File: config.mk
export PLATFORM = sky130hd
export DESIGN_NAME = ccff_bitstream_loader
export DESIGN_NICKNAME = d
export VERILOG_FILES = /design/src/rtl/ccff_bitstream_loader_pkg.sv /design/src/rtl/ccff_bitstream_loader.sv
export SDC_FILE = /design/constraint.sdc
export NUM_CORES = 1
export LEC_CHECK = 0
export ABC_CLOCK_PERIOD_IN_PS = 2800
export BUFFER_PORTS_ARGS = -buffer_cell sky130_fd_sc_hd__clkbuf_2
export CORE_ASPECT_RATIO = 0.5
export CORE_UTILIZATION = 40
export DETAILED_ROUTE_END_ITERATION = 10
export PLACE_DENSITY_LB_ADDON = 0.25
export SLEW_MARGIN = 20
export SYNTH_ARGS = -nofsm -noshare
export SYNTH_HDL_FRONTEND = slang
export SYNTH_SLANG_ARGS = --single-unit
File: constraint.sdc
create_clock -name clk -period 2.8 [get_ports clk]
set_input_delay 0.56 -clock clk [delete_from_list [all_inputs] [get_ports clk]]
set_output_delay 0.56 -clock clk [all_outputs]
set_load 0.01 [all_outputs]
File: src/rtl/ccff_bitstream_loader_pkg.sv
// Shared constants and state encoding for the configuration-chain bitstream loader.
// Defaults match the fabric's ccff_head width and chain depth.
package ccff_bitstream_loader_pkg;

    localparam int DEF_NUM_CHAINS   = 12;
    localparam int DEF_CHAIN_LEN    = 1024;
    localparam int DEF_RESET_CYCLES = 4;

    localparam int STATE_W = 3;

    localparam logic [STATE_W-1:0] ST_IDLE   = 3'd0;
    localparam logic [STATE_W-1:0] ST_PRESET = 3'd1;
    localparam logic [STATE_W-1:0] ST_LOAD   = 3'd2;
    localparam logic [STATE_W-1:0] ST_SETUP  = 3'd3;
    localparam logic [STATE_W-1:0] ST_PULSE  = 3'd4;
    localparam logic [STATE_W-1:0] ST_FINISH = 3'd5;

    typedef enum logic [STATE_W-1:0] {
        S_IDLE   = 3'd0,
        S_PRESET = 3'd1,
        S_LOAD   = 3'd2,
        S_SETUP  = 3'd3,
        S_PULSE  = 3'd4,
        S_FINISH = 3'd5
    } state_e;

    // config_enable and busy are both asserted across this span of states
    function automatic logic in_cfg_phase(input logic [STATE_W-1:0] state);
        return (state == ST_PRESET) || (state == ST_LOAD) ||
               (state == ST_SETUP)  || (state == ST_PULSE);
    endfunction

endpackage

File: src/rtl/ccff_bitstream_loader.sv
// Streams a bitstream into the fabric's parallel config chains via a generated prog_clk, returning displaced bits.
// 3 clk per bit minimum (LOAD/SETUP/PULSE); cfg_ready only in LOAD, so the source stalls the FSM indefinitely.
module ccff_bitstream_loader
    import ccff_bitstream_loader_pkg::*;
#(
    parameter int NUM_CHAINS   = DEF_NUM_CHAINS,
    parameter int CHAIN_LEN    = DEF_CHAIN_LEN,
    parameter int RESET_CYCLES = DEF_RESET_CYCLES
) (
    input  logic                  clk,
    input  logic                  reset_n,
    input  logic                  start,
    input  logic                  abort,
    input  logic [0:NUM_CHAINS-1] cfg_data,
    input  logic                  cfg_valid,
    output logic                  cfg_ready,
    output logic [0:NUM_CHAINS-1] tail_data,
    output logic                  tail_valid,
    output logic                  busy,
    output logic                  done,
    output logic                  pReset,
    output logic                  config_enable,
    output logic                  prog_clk,
    output logic [0:NUM_CHAINS-1] ccff_head,
    input  logic [0:NUM_CHAINS-1] ccff_tail
);

    localparam int BIT_W = $clog2(CHAIN_LEN + 1);
    localparam int RST_W = $clog2(RESET_CYCLES + 1);

    logic [STATE_W-1:0]    r_state;
    logic [RST_W-1:0]      r_rst_cnt;
    logic [BIT_W-1:0]      r_bit_cnt;

    logic                  r_p_reset;
    logic                  r_cfg_en;
    logic                  r_busy;
    logic                  r_prog_clk;
    logic                  r_tail_vld;
    logic                  r_done;
    logic [0:NUM_CHAINS-1] r_head;
    logic [0:NUM_CHAINS-1] r_tail;

    logic [STATE_W-1:0]    w_nxt_state;
    logic                  w_accept;
    logic                  w_preset_last;
    logic                  w_last_bit;

    assign w_preset_last = (r_rst_cnt == RST_W'(1));
    assign w_last_bit    = (r_bit_cnt == BIT_W'(CHAIN_LEN - 1));

    always_comb begin
        w_nxt_state = r_state;
        w_accept    = 1'b0;
        case (r_state)
            ST_IDLE: begin
                if (start && !abort) begin
                    w_nxt_state = ST_PRESET;
                end
            end
            ST_PRESET: begin
                if (w_preset_last) begin
                    w_nxt_state = ST_LOAD;
                end
            end
            ST_LOAD: begin
                if (cfg_valid) begin
                    w_nxt_state = ST_SETUP;
                    w_accept    = 1'b1;
                end
            end
            ST_SETUP: begin
                w_nxt_state = ST_PULSE;
            end
            ST_PULSE: begin
                w_nxt_state = w_last_bit ? ST_FINISH : ST_LOAD;
            end
            ST_FINISH: begin
                w_nxt_state = ST_IDLE;
            end
            default: begin
                w_nxt_state = ST_IDLE;
            end
        endcase
        // abort beats every other transition; in IDLE it simply keeps us there
        if (abort) begin
            w_nxt_state = ST_IDLE;
            w_accept    = 1'b0;
        end
    end

    always_ff @(posedge clk or negedge reset_n) begin
        if (!reset_n) begin
            r_state <= ST_IDLE;
        end else begin
            r_state <= w_nxt_state;
        end
    end

    always_ff @(posedge clk or negedge reset_n) begin
        if (!reset_n) begin
            r_rst_cnt <= '0;
            r_bit_cnt <= '0;
        end else begin
            if (r_state == ST_IDLE) begin
                r_rst_cnt <= RST_W'(RESET_CYCLES);
                r_bit_cnt <= '0;
            end else begin
                if ((r_state == ST_PRESET) && (r_rst_cnt != '0)) begin
                    r_rst_cnt <= r_rst_cnt - RST_W'(1);
                end
                if (r_state == ST_PULSE) begin
                    r_bit_cnt <= r_bit_cnt + BIT_W'(1);
                end
            end
        end
    end

    // Control outputs are decoded from the next state so they line up with the state register.
    always_ff @(posedge clk or negedge reset_n) begin
        if (!reset_n) begin
            r_p_reset  <= 1'b0;
            r_cfg_en   <= 1'b0;
            r_busy     <= 1'b0;
            r_prog_clk <= 1'b0;
            r_tail_vld <= 1'b0;
            r_done     <= 1'b0;
        end else begin
            r_p_reset  <= (w_nxt_state == ST_PRESET);
            r_cfg_en   <= in_cfg_phase(w_nxt_state);
            r_busy     <= in_cfg_phase(w_nxt_state);
            r_prog_clk <= (w_nxt_state == ST_PULSE);
            r_tail_vld <= (w_nxt_state == ST_PULSE);
            r_done     <= (w_nxt_state == ST_FINISH);
        end
    end

    // Head moves only when a beat is taken in LOAD, so it is stable through SETUP, PULSE and the cycle after.
    always_ff @(posedge clk or negedge reset_n) begin
        if (!reset_n) begin
            r_head <= '0;
            r_tail <= '0;
        end else if (w_nxt_state == ST_IDLE) begin
            r_head <= '0;
            r_tail <= '0;
        end else begin
            if (w_accept) begin
                r_head <= cfg_data;
            end
            if (r_state == ST_SETUP) begin
                r_tail <= ccff_tail;
            end
        end
    end

    assign cfg_ready     = (r_state == ST_LOAD);
    assign tail_data     = r_tail;
    assign tail_valid    = r_tail_vld;
    assign busy          = r_busy;
    assign done          = r_done;
    assign pReset        = r_p_reset;
    assign config_enable = r_cfg_en;
    assign prog_clk      = r_prog_clk;
    assign ccff_head     = r_head;

endmodule

Word-level counts from Yosys, hierarchy flattened
Cells that the tools add are included.
Word-level totals
  register bits: 45
  bits in latches: 0
  memory bits (writable): 0
  bits in read-only memories: 0
  bits of input ports: 29
  memories: 0
Cells by class
  add/subtract/negate cells: 2
  multipliers: 0
  divide/modulo/power cells: 0
  magnitude comparators: 0
  equality and inequality tests: 11
  shifts and indexed selects: 0
  multiplexer cells: 17
  bitwise logic cells: 0
  reductions and logical operators: 13
Operators by type and width (number)
  $mux W12: 4
  $mux W11: 2
  $mux W3: 7
  $pmux W3 S5: 1
  $eq A3 B2 Y1 const B: 4
  $add A11 B1 Y11 const B: 1
  $eq A11 B10 Y1 const B: 1
  $eq A3 B1 Y1 const B: 3
  $eq A3 B3 Y1 const B: 3
  $reduce_bool A2 Y1: 4
  $logic_not A3 Y1: 2
  $logic_or A1 B1 Y1: 3
  $mux W1: 3
  $reduce_bool A3 Y1: 1
  $sub A3 B1 Y3 const B: 1
  $logic_and A1 B1 Y1: 2
  $logic_not A1 Y1: 1

Depth between registers and ports, before layout
  word-level depth: 9
  mapped depth: 9
  gate-level depth less buffers: 8

Worst setup path before layout
OpenSTA, ideal clock, no wires.
  kind: reg2reg
  from: register r_state[0]
  to: register r_head (netlist bit ccff_head[10])
  arrival: 2041 ps
  setup slack: 629 ps
  stages on the path, launching flop included: 9
  path buffers: 3
  period minus slack after synthesis: 2171 ps
  cell sequence: dfrtp_1 -> buf_6 -> or4b_1 -> or4_4 -> and3_1 -> buf_6 -> buf_6 -> mux2i_1 -> o2bb2ai_1
On the way
  cells in the longest elaborated chain, start to end: 5
  elaborated cells between the ends (all ways): 15
  classes of those cells: 4 x eq/ne; 8 x mux; 3 x reduce/logical
RTL lines
  from (decl): line ccff_bitstream_loader.sv:31  | logic [STATE_W-1:0] r_state;
  from (signal assigned): line ccff_bitstream_loader.sv:96  | r_state <= w_nxt_state;
  $eq A3 B3 Y1, or another cell as far along: line ccff_bitstream_loader.sv:55  | case (r_state)
  $pmux W3 S5: line ccff_bitstream_loader.sv:55
  $mux W3: line ccff_bitstream_loader.sv:86  | if (abort) begin
  $logic_not A3 Y1: line ccff_bitstream_loader.sv:143  | end else if (w_nxt_state == ST_IDLE) begin
  $mux W12 or $reduce_bool A2 Y1 (tied branches)
  to (signal assigned): line ccff_bitstream_loader.sv:148  | r_head <= cfg_data;
  to (decl): line ccff_bitstream_loader.sv:41  | logic [0:NUM_CHAINS-1] r_head;
Parallel ways exist; a longest one is shown, timed or not.
A chain may end at the register's enable or synchronous reset.

Worst setup path in the final report
  from: register r_state[0]
  to: register r_head (netlist bit ccff_head[11])
On the way
  cells in the longest elaborated chain, start to end: 5
  elaborated cells between the ends (all ways): 15
  classes of those cells: 4 x eq/ne; 8 x mux; 3 x reduce/logical
RTL lines
  $eq A3 B3 Y1, or another cell as far along: line ccff_bitstream_loader.sv:55
  $pmux W3 S5 (*): line ccff_bitstream_loader.sv:55
  $mux W3 (*): line ccff_bitstream_loader.sv:86
  via w_nxt_state[0]: line ccff_bitstream_loader.sv:44  | logic [STATE_W-1:0] w_nxt_state;
  $logic_not A3 Y1 (*): line ccff_bitstream_loader.sv:143
  $mux W12 or $reduce_bool A2 Y1 (tied branches)
Mark *: on every way through the listed nets, which the timed path passes. The rest lies on a longest branch.

==> key figures <==
Final layout
  – Fillers: roughly 480
  – Final #Nets: 310
  – Synth-to-layout area growth: 21.85%
  – ANT cells: 0
  – Layout cells sized above 1: approximately 30%
  – Multi-input logic area: a little over 1000 um^2
  – Commonest non-fill, non-tap cell in the layout: clkbuf_2
  – Sequential cell area: about 1100 um^2
  – Commonest cells after routing, fill and taps aside: 59 x clkbuf_2, 45 x dfrtp_1, 37 x nand2_1

Route
  – Routed Antenna Nets: 0
  – Via/cell ratio: 5.175
  – Via Count: ~1.8k
  – Initial DRC count: 53
  – Post-Route WL: ~4600 um
  – DR top layer: met4
  – Drt pass-1 iters: 7
  – Routed length on met3: 189 um
  – DRC Markers: 0
  – WL met1: between 2000 and 2500 um
  – Met2 wire length: approximately 2200 um
  – WL per Instance: between 10 and 15 um

Floorplan
  – Die W: around 110 um
  – Top Ports: 60
  – Core Rows: 18
  – Die H: 55.24 um
  – Core area: around 5200 um^2
  – Die ar.: approximately 6000 um^2
  – Initial Util: 43.77%

Yosys
  – Main combinational cell family by area after synthesis: compound AO/OA/AOI/OAI gates
  – Warnings, synthesis: 0
  – XOR/XNOR share of the synthesized area: 0%
  – Synth Area per Inst: around 10 um^2
  – Syn nets: roughly 250
  – Netlist cell types: 38
  – Compound-gate portion of the synthesized area: between 10% and 20%
  – Post-synthesis mux area share: under 10%
  – Post-Synth Adder-Cell Area: under 10%
  – Yosys reg bits: between 40 and 50
  – Syn Inst Count: 220
  – Post-synthesis cell area: about 2300 um^2
  – Sequential-to-total area share from yosys stat: 49.67%
  – Simple-gate share of the synthesized area: 17.60%

Placement
  – Gp weighted congestion: 0.7536
  – Dpl ws: 0.3766 ns
  – Final HPWL DP: about 3200 um
  – IO Port Bufs: 59

Clock tree
  – Reg clk slew, reported paths: 0.06 ns
  – Post-cts sizing count: 0
  – Hold_buf cts: 0
  – CTS tree: yes
  – Clock sink count: 45
  – Clock tree buffer depth: 2
  – Worst-Skew Late Latency: between 0.2 and 0.3 ns
  – CTS H-tree lvls: 2
  – Number of setup buffers added after CTS: 0
  – Num CTS Buffers: 5
  – CTS Root Cell: clkbuf_16

GRT
  – Tot GR Track Use: 16.60%
  – Global-route wire length before repair: about 7800 um
  – Initial antenna violation count: 0
  – Via count of the first global-routing pass: roughly 1.6k
  – Largest net degree at the start of global routing: 46
  – Total congestion overflow: 0

Timing
  – Slew headroom: about 63%
  – Tmin final: approximately 2.4 ns
  – Setup TNS: 0 ns
  – Worst slew pin tran: roughly 0.56 ns
  – Final Setup Violations: 0
  – Crit path setup slack, layout: 0.3840 ns
  – Slew Viols, Final: 0
  – RSZ-0062 raised after global routing: no
  – Fmax: approximately 0.41 GHz
  – Final hold vios: 0
  – Skew final: 0.005471 ns
  – Final period utilization: 86.29%

Worst setup path
  – WS Path Type: register to register
  – CP endpoint kind: register
  – Element type at the critical path start: register
  – R2R Setup Slk: 0.38 ns
  – Crit path launch: r_state[0]
  – Worst reg2reg startpoint: r_state[0]
  – WP data required: between 3 and 4 ns
  – Worst Path Max Fanout: 12
  – R2r endpoint: ccff_head[11]
  – CP arrival: 2.62 ns
  – R2R cell count: 5

Hold path
  – HP Class: input port to async pin

Power and ir drop
  – Leakage: about 1.4 nW
  – Worst vdd ir: 0.0002796 V
  – Pwr dens: 528.0 nW/um^2

Outcome
  – Status: complete, no violations

Flow run
  – Max cap viols: 0
## critical path, stage by stage (launching register included)
cell and delay, ns:
dfrtp_1 0.47, or4b_1 0.53, or4_4 0.46, a31oi_2 0.26
o21a_1 0.45, o2bb2ai_1 0.17
## stage by stage
step	util (%)	hold WS (ns)	instances	power, W	cell area, um^2
3_5_place_dp	50.31	0.4954	340	0.0008647	2606
6_report	53.33	0.3490	348	0.001459	2763
4_1_cts	53.33	0.3744	348	0.001481	2763
3_3_place_gp	50.31	0.4971	340	0.0008598	2606
5_1_grt	53.33	0.4062	348	0.001525	2763
2_1_floorplan	-	0.2644	220	0.0008138	2267
## Yosys cell counts, drive strengths merged
library cell | number | area (um^2)
dfrtp | 45 | 1126
nand2 | 37 | 138.9
a21oi | 14 | 73.82
mux2i | 13 | 130.1
o2bb2ai | 12 | 105.1
a22o | 9 | 78.83
buf | 8 | 66.31
clkbuf | 8 | 30.03
nor2b | 8 | 50.05
nor2 | 7 | 26.28
nand3 | 6 | 30.03
o21ai | 6 | 30.03
nor3 | 5 | 25.02
a21o | 4 | 30.03
and3 | 4 | 25.02
ha | 4 | 50.05
inv | 4 | 15.01
mux2 | 4 | 45.04
nor3b | 3 | 22.52
or4 | 3 | 26.27
nand2b | 2 | 12.51
o21a | 2 | 15.01
a2111oi | 1 | 27.53
a211o | 1 | 8.760
a211oi | 1 | 7.510
a21boi | 1 | 7.510
a31oi | 1 | 12.51
and2 | 1 | 6.260
nand3b | 1 | 7.510
nand4 | 1 | 6.260
o32ai | 1 | 8.760
or2 | 1 | 6.260
or3 | 1 | 6.260
or4b | 1 | 10.01
## layer usage
layer | vias to the layer above | global-route usage [%]
li1 | 894 | -
met1 | 862 | 21.92
met2 | 38 | 27.12
met3 | 7 | 3.778
met4 | 0 | 5.212
met5 | - | 0
## flip-flops by register name (all words and copies together) (netlist names)
name / flops
tail_valid: 1
done: 1
busy: 1
pReset: 1
ccff_head: 12
r_bit_cnt: 11
r_state: 3
tail_data: 12
r_rst_cnt: 3
## layout make-up
| class | count | share of cell area, % |
|---|---|---|
| Clock buffer | 6 | 5.027 |
| Clock inverter | 2 | 0.6341 |
| Inverter | 4 | 0.5435 |
| Multi-Input combinational cell | 155 | 37.27 |
| Sequential cell | 45 | 40.76 |
| Tap cell | 70 | 3.170 |
| Timing Repair Buffer | 66 | 12.59 |
## worst max path at each step
stage	to	slack (ns)	cells after the start
6_report	ccff_head[11]	0.38	5
5_1_grt	tail_data[0]	0.17	8
4_1_cts	ccff_head[2]	0.38	5
3_5_place_dp	ccff_head[4]	0.38	5
3_3_place_gp	ccff_head[0]	0.48	5
2_1_floorplan	ccff_head[10]	0.63	8
## power breakdown
group | total [W] | leakage [nW] | switching (W) | internal, W
Combinational | 0.000175 | 0.679 | 0.000101 | 0.0000740
Sequential | 0.000677 | 0.620 | 0.0000127 | 0.000664
Clock | 0.000607 | 0.0775 | 0.000248 | 0.000360
## kinds of logic (layout without fill, tap and decap cells)
| kind of cell | count (synthesis) | after routing |
|---|---|---|
| buf+inv | 20 | 78 |
| fa+ha+maj | 4 | 4 |
| mux | 17 | 17 |
| compound gates | 53 | 53 |
| flops | 45 | 45 |
| simple gates | 81 | 81 |
Note: power is estimated with default switching activity, not from simulation.
